## src/rtl/hdmi_pattern_src_pkg.sv

```systemverilog
// Shared definitions for the HDMI pattern source: mode encodings, colour-bar
// table and default 640x480 timing.
package hdmi_pkg;

  typedef enum logic [1:0] {
    MODE_SOLID = 2'd0,
    MODE_BARS  = 2'd1,
    MODE_CHECK = 2'd2,
    MODE_GRAD  = 2'd3
  } mode_e;

  // {R,G,B} masks: white, yellow, cyan, green, magenta, red, blue, black
  localparam logic [2:0] BAR_TABLE [8] = '{
    3'b111, 3'b110, 3'b011, 3'b010, 3'b101, 3'b100, 3'b001, 3'b000
  };

  localparam int DEF_H_ACTIVE = 640;
  localparam int DEF_H_FP     = 16;
  localparam int DEF_H_SYNC   = 96;
  localparam int DEF_H_BP     = 48;
  localparam int DEF_V_ACTIVE = 480;
  localparam int DEF_V_FP     = 10;
  localparam int DEF_V_SYNC   = 2;
  localparam int DEF_V_BP     = 33;

endpackage

```

## src/rtl/hdmi_pattern_src_if.sv

```systemverilog
// Registered video output bus of the pattern source (towards TMDS encoders).
interface hdmi_video_if #(
  parameter int CW = 8
);
  logic          VDE;
  logic [1:0]    CD;
  logic [CW-1:0] R_data;
  logic [CW-1:0] G_data;
  logic [CW-1:0] B_data;
  logic [11:0]   x;
  logic [10:0]   y;
  logic          frame_start;

  modport master (output VDE, CD, R_data, G_data, B_data, x, y, frame_start);
  modport slave  (input  VDE, CD, R_data, G_data, B_data, x, y, frame_start);
endinterface

```

## src/rtl/hdmi_pattern_src_timing_counter.sv

```systemverilog
// Horizontal/vertical raster counters with enable gating plus active/sync
// decode; hs/vs are raw in-window flags, polarity is applied by the user.
module hdmi_timing_counter
  import hdmi_pkg::*;
#(
  parameter int H_ACTIVE = DEF_H_ACTIVE,
  parameter int H_FP     = DEF_H_FP,
  parameter int H_SYNC   = DEF_H_SYNC,
  parameter int H_BP     = DEF_H_BP,
  parameter int V_ACTIVE = DEF_V_ACTIVE,
  parameter int V_FP     = DEF_V_FP,
  parameter int V_SYNC   = DEF_V_SYNC,
  parameter int V_BP     = DEF_V_BP
) (
  input  logic        clk_fast,
  input  logic        rst_n,
  input  logic        en,
  output logic [11:0] h_cnt,
  output logic [10:0] v_cnt,
  output logic        active,
  output logic        hs,
  output logic        vs,
  output logic        frame_wrap
);
  localparam int H_TOTAL = H_ACTIVE + H_FP + H_SYNC + H_BP;
  localparam int V_TOTAL = V_ACTIVE + V_FP + V_SYNC + V_BP;

  logic h_last, v_last;

  assign h_last     = (h_cnt == 12'(H_TOTAL - 1));
  assign v_last     = (v_cnt == 11'(V_TOTAL - 1));
  assign frame_wrap = en & h_last & v_last;

  always_ff @(posedge clk_fast or negedge rst_n) begin
    if (!rst_n) begin
      h_cnt <= '0;
      v_cnt <= '0;
    end else if (en) begin
      if (h_last) begin
        h_cnt <= '0;
        v_cnt <= v_last ? 11'd0 : v_cnt + 11'd1;
      end else begin
        h_cnt <= h_cnt + 12'd1;
      end
    end
  end

  assign active = (h_cnt < 12'(H_ACTIVE)) && (v_cnt < 11'(V_ACTIVE));
  assign hs     = (h_cnt >= 12'(H_ACTIVE + H_FP)) && (h_cnt < 12'(H_ACTIVE + H_FP + H_SYNC));
  assign vs     = (v_cnt >= 11'(V_ACTIVE + V_FP)) && (v_cnt < 11'(V_ACTIVE + V_FP + V_SYNC));

endmodule

```

## src/rtl/hdmi_pattern_src.sv

```systemverilog
// Parametrised video timing + test-pattern source, one-cycle registered output.
// Optional macro HDMI_PAT_SCROLL_EN: per-frame horizontal scroll for checker/gradient.
module hdmi_pattern_src
  import hdmi_pkg::*;
#(
  parameter int H_ACTIVE   = DEF_H_ACTIVE,
  parameter int H_FP       = DEF_H_FP,
  parameter int H_SYNC     = DEF_H_SYNC,
  parameter int H_BP       = DEF_H_BP,
  parameter int V_ACTIVE   = DEF_V_ACTIVE,
  parameter int V_FP       = DEF_V_FP,
  parameter int V_SYNC     = DEF_V_SYNC,
  parameter int V_BP       = DEF_V_BP,
  parameter bit HS_POL     = 1'b0,
  parameter bit VS_POL     = 1'b0,
  parameter int CW         = 8,
  parameter int CHECK_LOG2 = 5
) (
  input  logic            clk_fast,
  input  logic            rst_n,
  input  logic            en,
  input  logic [1:0]      mode,
  input  logic [3*CW-1:0] fg_color,
  hdmi_video_if.master    vid
);
  localparam int H_TOTAL = H_ACTIVE + H_FP + H_SYNC + H_BP;
  localparam int BAR_W   = H_ACTIVE / 8;
  localparam int GW      = (CW > 12) ? CW : 12;

  logic [11:0] h_cnt;
  logic [10:0] v_cnt;
  logic        active, hs, vs, frame_wrap;

  hdmi_timing_counter #(
    .H_ACTIVE(H_ACTIVE), .H_FP(H_FP), .H_SYNC(H_SYNC), .H_BP(H_BP),
    .V_ACTIVE(V_ACTIVE), .V_FP(V_FP), .V_SYNC(V_SYNC), .V_BP(V_BP)
  ) u_timing (
    .clk_fast(clk_fast), .rst_n(rst_n), .en(en),
    .h_cnt(h_cnt), .v_cnt(v_cnt), .active(active),
    .hs(hs), .vs(vs), .frame_wrap(frame_wrap)
  );

  function automatic logic [2:0] sat_inc_bar(input logic [2:0] idx);
    return (idx == 3'd7) ? idx : idx + 3'd1;
  endfunction

  mode_e           mode_sh;
  logic [3*CW-1:0] fg_sh;
  logic [11:0]     bar_pix;
  logic [2:0]      bar_idx;
  logic [11:0]     x_eff;

  // Frame-boundary shadows and the divider-free bar tracker follow the counters.
  always_ff @(posedge clk_fast or negedge rst_n) begin
    if (!rst_n) begin
      mode_sh <= MODE_SOLID;
      fg_sh   <= '0;
      bar_pix <= '0;
      bar_idx <= '0;
    end else if (en) begin
      if (frame_wrap) begin
        mode_sh <= mode_e'(mode);
        fg_sh   <= fg_color;
      end
      if (h_cnt == 12'(H_TOTAL - 1)) begin
        bar_pix <= '0;
        bar_idx <= '0;
      end else if (bar_pix == 12'(BAR_W - 1)) begin
        bar_pix <= '0;
        bar_idx <= sat_inc_bar(bar_idx);
      end else begin
        bar_pix <= bar_pix + 12'd1;
      end
    end
  end

`ifdef HDMI_PAT_SCROLL_EN
  logic [11:0] scroll;

  always_ff @(posedge clk_fast or negedge rst_n) begin
    if (!rst_n) scroll <= '0;
    else if (frame_wrap) scroll <= scroll + 12'd1;
  end

  assign x_eff = h_cnt + scroll;
`else
  assign x_eff = h_cnt;
`endif

  logic [GW-1:0]   xg, yg, xyg;
  logic [2:0]      bar_mask;
  logic [3*CW-1:0] pix_p0;

  assign xg       = GW'(x_eff);
  assign yg       = GW'(v_cnt);
  assign xyg      = xg ^ yg;
  assign bar_mask = BAR_TABLE[bar_idx];

  always_comb begin
    pix_p0 = '0;
    case (mode_sh)
      MODE_SOLID: pix_p0 = fg_sh;
      MODE_BARS:  pix_p0 = {{CW{bar_mask[2]}}, {CW{bar_mask[1]}}, {CW{bar_mask[0]}}};
      MODE_CHECK: pix_p0 = (x_eff[CHECK_LOG2] == v_cnt[CHECK_LOG2]) ? fg_sh : '0;
      MODE_GRAD:  pix_p0 = {xg[CW-1:0], yg[CW-1:0], xyg[CW-1:0]};
      default:    pix_p0 = '0;
    endcase
  end

  logic            vld_p1, fs_p1;
  logic [1:0]      cd_p1;
  logic [3*CW-1:0] rgb_p1;
  logic [11:0]     x_p1;
  logic [10:0]     y_p1;
  logic            show;

  assign show = en & active;

  // p0 -> p1: output register; a paused cycle presents blanking.
  always_ff @(posedge clk_fast or negedge rst_n) begin
    if (!rst_n) begin
      vld_p1 <= 1'b0;
      cd_p1  <= {~VS_POL, ~HS_POL};
      rgb_p1 <= '0;
      x_p1   <= '0;
      y_p1   <= '0;
      fs_p1  <= 1'b0;
    end else begin
      vld_p1 <= show;
      cd_p1  <= {(en & vs) ? VS_POL : ~VS_POL, (en & hs) ? HS_POL : ~HS_POL};
      rgb_p1 <= show ? pix_p0 : '0;
      x_p1   <= show ? h_cnt : '0;
      y_p1   <= show ? v_cnt : '0;
      fs_p1  <= show && (h_cnt == 12'd0) && (v_cnt == 11'd0);
    end
  end

  assign vid.VDE         = vld_p1;
  assign vid.CD          = cd_p1;
  assign vid.R_data      = rgb_p1[3*CW-1:2*CW];
  assign vid.G_data      = rgb_p1[2*CW-1:CW];
  assign vid.B_data      = rgb_p1[CW-1:0];
  assign vid.x           = x_p1;
  assign vid.y           = y_p1;
  assign vid.frame_start = fs_p1;

endmodule

```

## src/flat_wrapper.sv

```systemverilog
// flat-port wrapper written by rule: the top's interface ports become plain ports
module hdmi_pattern_src_flat import hdmi_pkg::*;
#(
  parameter int H_ACTIVE   = DEF_H_ACTIVE,
  parameter int H_FP       = DEF_H_FP,
  parameter int H_SYNC     = DEF_H_SYNC,
  parameter int H_BP       = DEF_H_BP,
  parameter int V_ACTIVE   = DEF_V_ACTIVE,
  parameter int V_FP       = DEF_V_FP,
  parameter int V_SYNC     = DEF_V_SYNC,
  parameter int V_BP       = DEF_V_BP,
  parameter bit HS_POL     = 1'b0,
  parameter bit VS_POL     = 1'b0,
  parameter int CW         = 8,
  parameter int CHECK_LOG2 = 5
)
  (clk_fast, rst_n, en, mode, fg_color, vid_VDE, vid_CD, vid_R_data, vid_G_data, vid_B_data, vid_x, vid_y, vid_frame_start);
  hdmi_video_if #(.CW(CW)) vid_i ();
  input  logic clk_fast;
  input  logic rst_n;
  input  logic en;
  input  logic [1:0] mode;
  input  logic [3*CW-1:0] fg_color;
  output wire logic [$bits(vid_i.VDE)-1:0] vid_VDE;
  output wire logic [$bits(vid_i.CD)-1:0] vid_CD;
  output wire logic [$bits(vid_i.R_data)-1:0] vid_R_data;
  output wire logic [$bits(vid_i.G_data)-1:0] vid_G_data;
  output wire logic [$bits(vid_i.B_data)-1:0] vid_B_data;
  output wire logic [$bits(vid_i.x)-1:0] vid_x;
  output wire logic [$bits(vid_i.y)-1:0] vid_y;
  output wire logic [$bits(vid_i.frame_start)-1:0] vid_frame_start;
  assign vid_VDE = vid_i.VDE;
  assign vid_CD = vid_i.CD;
  assign vid_R_data = vid_i.R_data;
  assign vid_G_data = vid_i.G_data;
  assign vid_B_data = vid_i.B_data;
  assign vid_x = vid_i.x;
  assign vid_y = vid_i.y;
  assign vid_frame_start = vid_i.frame_start;
  hdmi_pattern_src #(.H_ACTIVE(H_ACTIVE), .H_FP(H_FP), .H_SYNC(H_SYNC), .H_BP(H_BP), .V_ACTIVE(V_ACTIVE), .V_FP(V_FP), .V_SYNC(V_SYNC), .V_BP(V_BP), .HS_POL(HS_POL), .VS_POL(VS_POL), .CW(CW), .CHECK_LOG2(CHECK_LOG2)) u_core (.clk_fast(clk_fast), .rst_n(rst_n), .en(en), .mode(mode), .fg_color(fg_color), .vid(vid_i));
endmodule
```

## config.mk

```make
export PLATFORM = sky130hd
export DESIGN_NAME = hdmi_pattern_src_flat
export DESIGN_NICKNAME = d
export VERILOG_FILES = /design/src/rtl/hdmi_pattern_src_pkg.sv /design/src/rtl/hdmi_pattern_src_if.sv /design/src/rtl/hdmi_pattern_src_timing_counter.sv /design/src/rtl/hdmi_pattern_src.sv /design/src/flat_wrapper.sv
export SDC_FILE = /design/constraint.sdc
export NUM_CORES = 1
export LEC_CHECK = 0
export ABC_AREA = 1
export BUFFER_PORTS_ARGS = -buffer_cell sky130_fd_sc_hd__buf_4
export CORE_ASPECT_RATIO = 0.8
export CORE_UTILIZATION = 57
export DETAILED_ROUTE_END_ITERATION = 12
export GPL_TIMING_DRIVEN = 0
export PLACE_DENSITY_LB_ADDON = 0.25
export SYNTH_ARGS = -nofsm -noshare
export SYNTH_HDL_FRONTEND = slang
export SYNTH_SLANG_ARGS = --single-unit
```

## constraint.sdc

```tcl
create_clock -name clk_fast -period 1.8 [get_ports clk_fast]
set_input_delay 0.54 -clock clk_fast [delete_from_list [all_inputs] [get_ports clk_fast]]
set_output_delay 0.54 -clock clk_fast [all_outputs]
set_load 0.01 [all_outputs]
```

==> metrics.txt <==
DP Area=0.006081 mm2; vias per cell=between 5 and 6; initial antenna violation count=0; I/O Buffers=just under 80; # setup viols final=0; largest net degree at the start of global routing=116; Std-Cell Rows=31; static leakage=3.471 nW; Post-Layout Inst Area=0.006904 mm2; Vias=about 4.8k; Worst-path clk slew=~60 ps; Critical Path Source Type=register; first-iteration detailed-routing DRC count=452; Worst Path Arrival=2040 ps; Netlist cell types=34; ratio of cells with drive above 1 in the final layout=22.63%; CTS Buffer Depth=2; synth-to-layout area growth=29.47%; crit share post-route=95.62%; VDD IR max=roughly 0.001 V; final hold vios=0; worst hold path class=primary input to register; async set or reset register ratio after synthesis=100.0%; worst hold start=fg_color[6]; NumNets Final=about 790; Worst EP required=2120 ps; Core Region=between 0.009 and 0.01 mm2; Synth Flop Type=dfrtp_1; drt drc=0; Die W=110.1 um; post-route ant nets=0; Post-Synthesis Cells=636; Final GP Congestion=0.9033; mean routed wirelength per cell=15.57 um; Slew Limit Fails=0; Starting Density=58.75%; grt ovf=0; gr usage total=30.10%; Post-synth EDFFs=0; outcome=finished clean; crit end category=register; synthesized area=around 0.0053 mm2; Skew-Pair Late Insertion Delay=420 ps; Setup Skew=7.432 ps; Max Cap Viol=0; Crit Path Category=register to register; CP Launch Point=u_core.u_timing.v_cnt[1]; CP Max Fanout=5; Seq cells post-synth=between 100 and 150; RR Startpoint=u_core.u_timing.v_cnt[1]; fmax=581.0 MHz; fin crit period=1721 ps; DP HPWL=8910 um; total CTS buffers=17; yosys warns=0; die area=0.009748 mm2; worst hold margin=approximately 310 ps; H-tree depth=4; Mapped Avg Cell Area=8.385 um2; worst relative slew slack=45.01%; drt total wl=13770 um; Antenna Cells=0; die height=88.51 um; DRT Pass-1 Iters=5; Worst Tran Pin Value=818.5 ps; first-pass GRT wire length=21620 um; CTS sink count=115; CTS tree=yes; I/O pins=80; Finished Layout Cells=884; Placed Cells=833; vias in the first global route=4528; Root Driver=clkbuf_16; PD cells=1036 mW/mm2; sequential fraction of the synthesis area=between 50% and 60%
-- report_power, final --
group	switching [mW]	internal (mW)	total, mW
clock	1.23	2.25	3.48
combinational	0.508	0.256	0.764
sequential	0.180	2.73	2.91
-- path summary, 6_finish.rpt --
path / endpoint / cells past startpoint / slack, ps
max: u_core.fg_sh[13] / 9 / 80
max in group asynchronous: u_core.u_timing.v_cnt[0] / 3 / 560
min in group asynchronous: u_core.bar_pix[1] / 2 / 490
min reg2reg: u_core.fg_sh[3] / 2 / 470
max reg2reg: u_core.fg_sh[13] / 9 / 80
min: u_core.fg_sh[6] / 3 / 310
-- cells in the mapped netlist (all sizes together) (4+ instances only) --
| cell | n | area (um2) |
|---|---|---|
| nand2 | 193 | 734.4 |
| dfrtp | 113 | 2828 |
| nor2 | 72 | 319.1 |
| inv | 71 | 266.5 |
| a21oi | 42 | 210.2 |
| o21ai | 35 | 175.2 |
| nand3 | 32 | 185.2 |
| nand4 | 16 | 115.1 |
| buf | 13 | 88.83 |
| nor3 | 11 | 66.32 |
| xor2 | 11 | 96.34 |
| ha | 7 | 87.58 |
| clkbuf | 4 | 15.01 |
| nand3b | 4 | 30.03 |
-- flip-flops by register name (all words and copies together), names as in the netlist --
name                    count
u_core.mode_sh              2
u_core.fg_sh               24
u_core.vid.y               11
u_core.bar_idx              3
u_core.u_timing.v_cnt      11
u_core.rgb_p1              24
u_core.vid.frame_start      1
u_core.vid.CD               2
u_core.vid.VDE              1
u_core.bar_pix             12
u_core.u_timing.h_cnt      12
u_core.vid.x               12
-- layer usage --
metal / routed length [um] / part of all wire [%] / vias up / GRT usage, %
li1: - / - / 2267 / -
met1: 5867 / 43 / 2229 / 40.79
met2: 6184 / 45 / 244 / 44.55
met3: 1367 / 9.9 / 45 / 10.01
met4: 347 / 2.5 / 0 / 13.04
met5: 0 / 0 / - / 0
-- timing repair --
action                                  4_1_cts  5_1_grt
endpoints found under the setup margin       28       46
hold endpoints to repair                      0       10
hold buffers                                  0        1
gates cloned                                  0        3
resized for setup                             8       14
pin swaps                                     4        6
buffers inserted                              6        9
-- cell type report --
cell class                 instances  area (um2)
fill                             609        2172
timing repair buffer              98       759.5
multi-input combinational        436        2122
tap                              115       143.9
inverter                          72       280.3
sequential                       115        2885
clock inverter                    12       153.9
clock buffer                      20       456.7
buffer                            16       102.6
-- stage by stage --
stage	TNS (ps)	util (%)	total power [mW]	setup WS [ps]
finish	0	76.07	7.153	78.77
global route	-105.4	76.07	7.399	-37.15
CTS	0	74.40	7.125	0.9699
detailed placement	-11190	67.00	3.652	-163.6
global placement	-5604	67.00	3.618	-132.9
floorplan	0	-	3.364	191.9
-- critical path: stages (launching register included) --
cell and delay (ps):
dfrtp_2 440, inv_2 90, ha_2 190, nand3_1 120
nor2_4 160, buf_4 160, nand3_4 140, buf_4 200
nand2_1 60, nand2_1 50
-- cell usage in the layout (no fill, tap or decap), types with 2 or more instances in the layout --
cell,netlist,routed
nor2_4,4,5
nand2_2,4,4
inv_2,3,5
o21ai_0,35,35
inv_1,68,63
ha_1,7,6
nand3_2,0,2
clkbuf_16,0,17
clkinv_4,0,2
dfrtp_1,113,109
nor4_1,2,2
buf_4,0,94
inv_6,0,2
nand2_1,189,188
xor2_1,11,11
buf_6,4,5
nand3_1,30,29
buf_2,8,7
clkinvlp_4,0,3
clkinv_2,0,3
clkbuf_8,0,2
inv_4,0,2
nand4_1,15,15
nand3_4,2,2
nor3_1,10,10
a21oi_1,42,42
dfrtp_2,0,4
nand3b_1,4,4
conb_1,1,4
dfstp_2,2,2
bufinv_16,0,3
nor2_1,66,65
clkbuf_1,4,5
-- cell families (layout without fill, tap and decap cells) --
family | Yosys count | count (layout) | share of synthesized area [%]
simple gates | 331 | 332 | 27.55
flops | 115 | 115 | 54.01
buf+inv | 89 | 218 | 7.015
compound gates | 81 | 81 | 7.743
xor+xnor | 12 | 12 | 1.971
fa+ha+maj | 7 | 7 | 1.642
other cells | 1 | 4 | 0.07032
No activity file was read; power rests on OpenSTA's default activity.
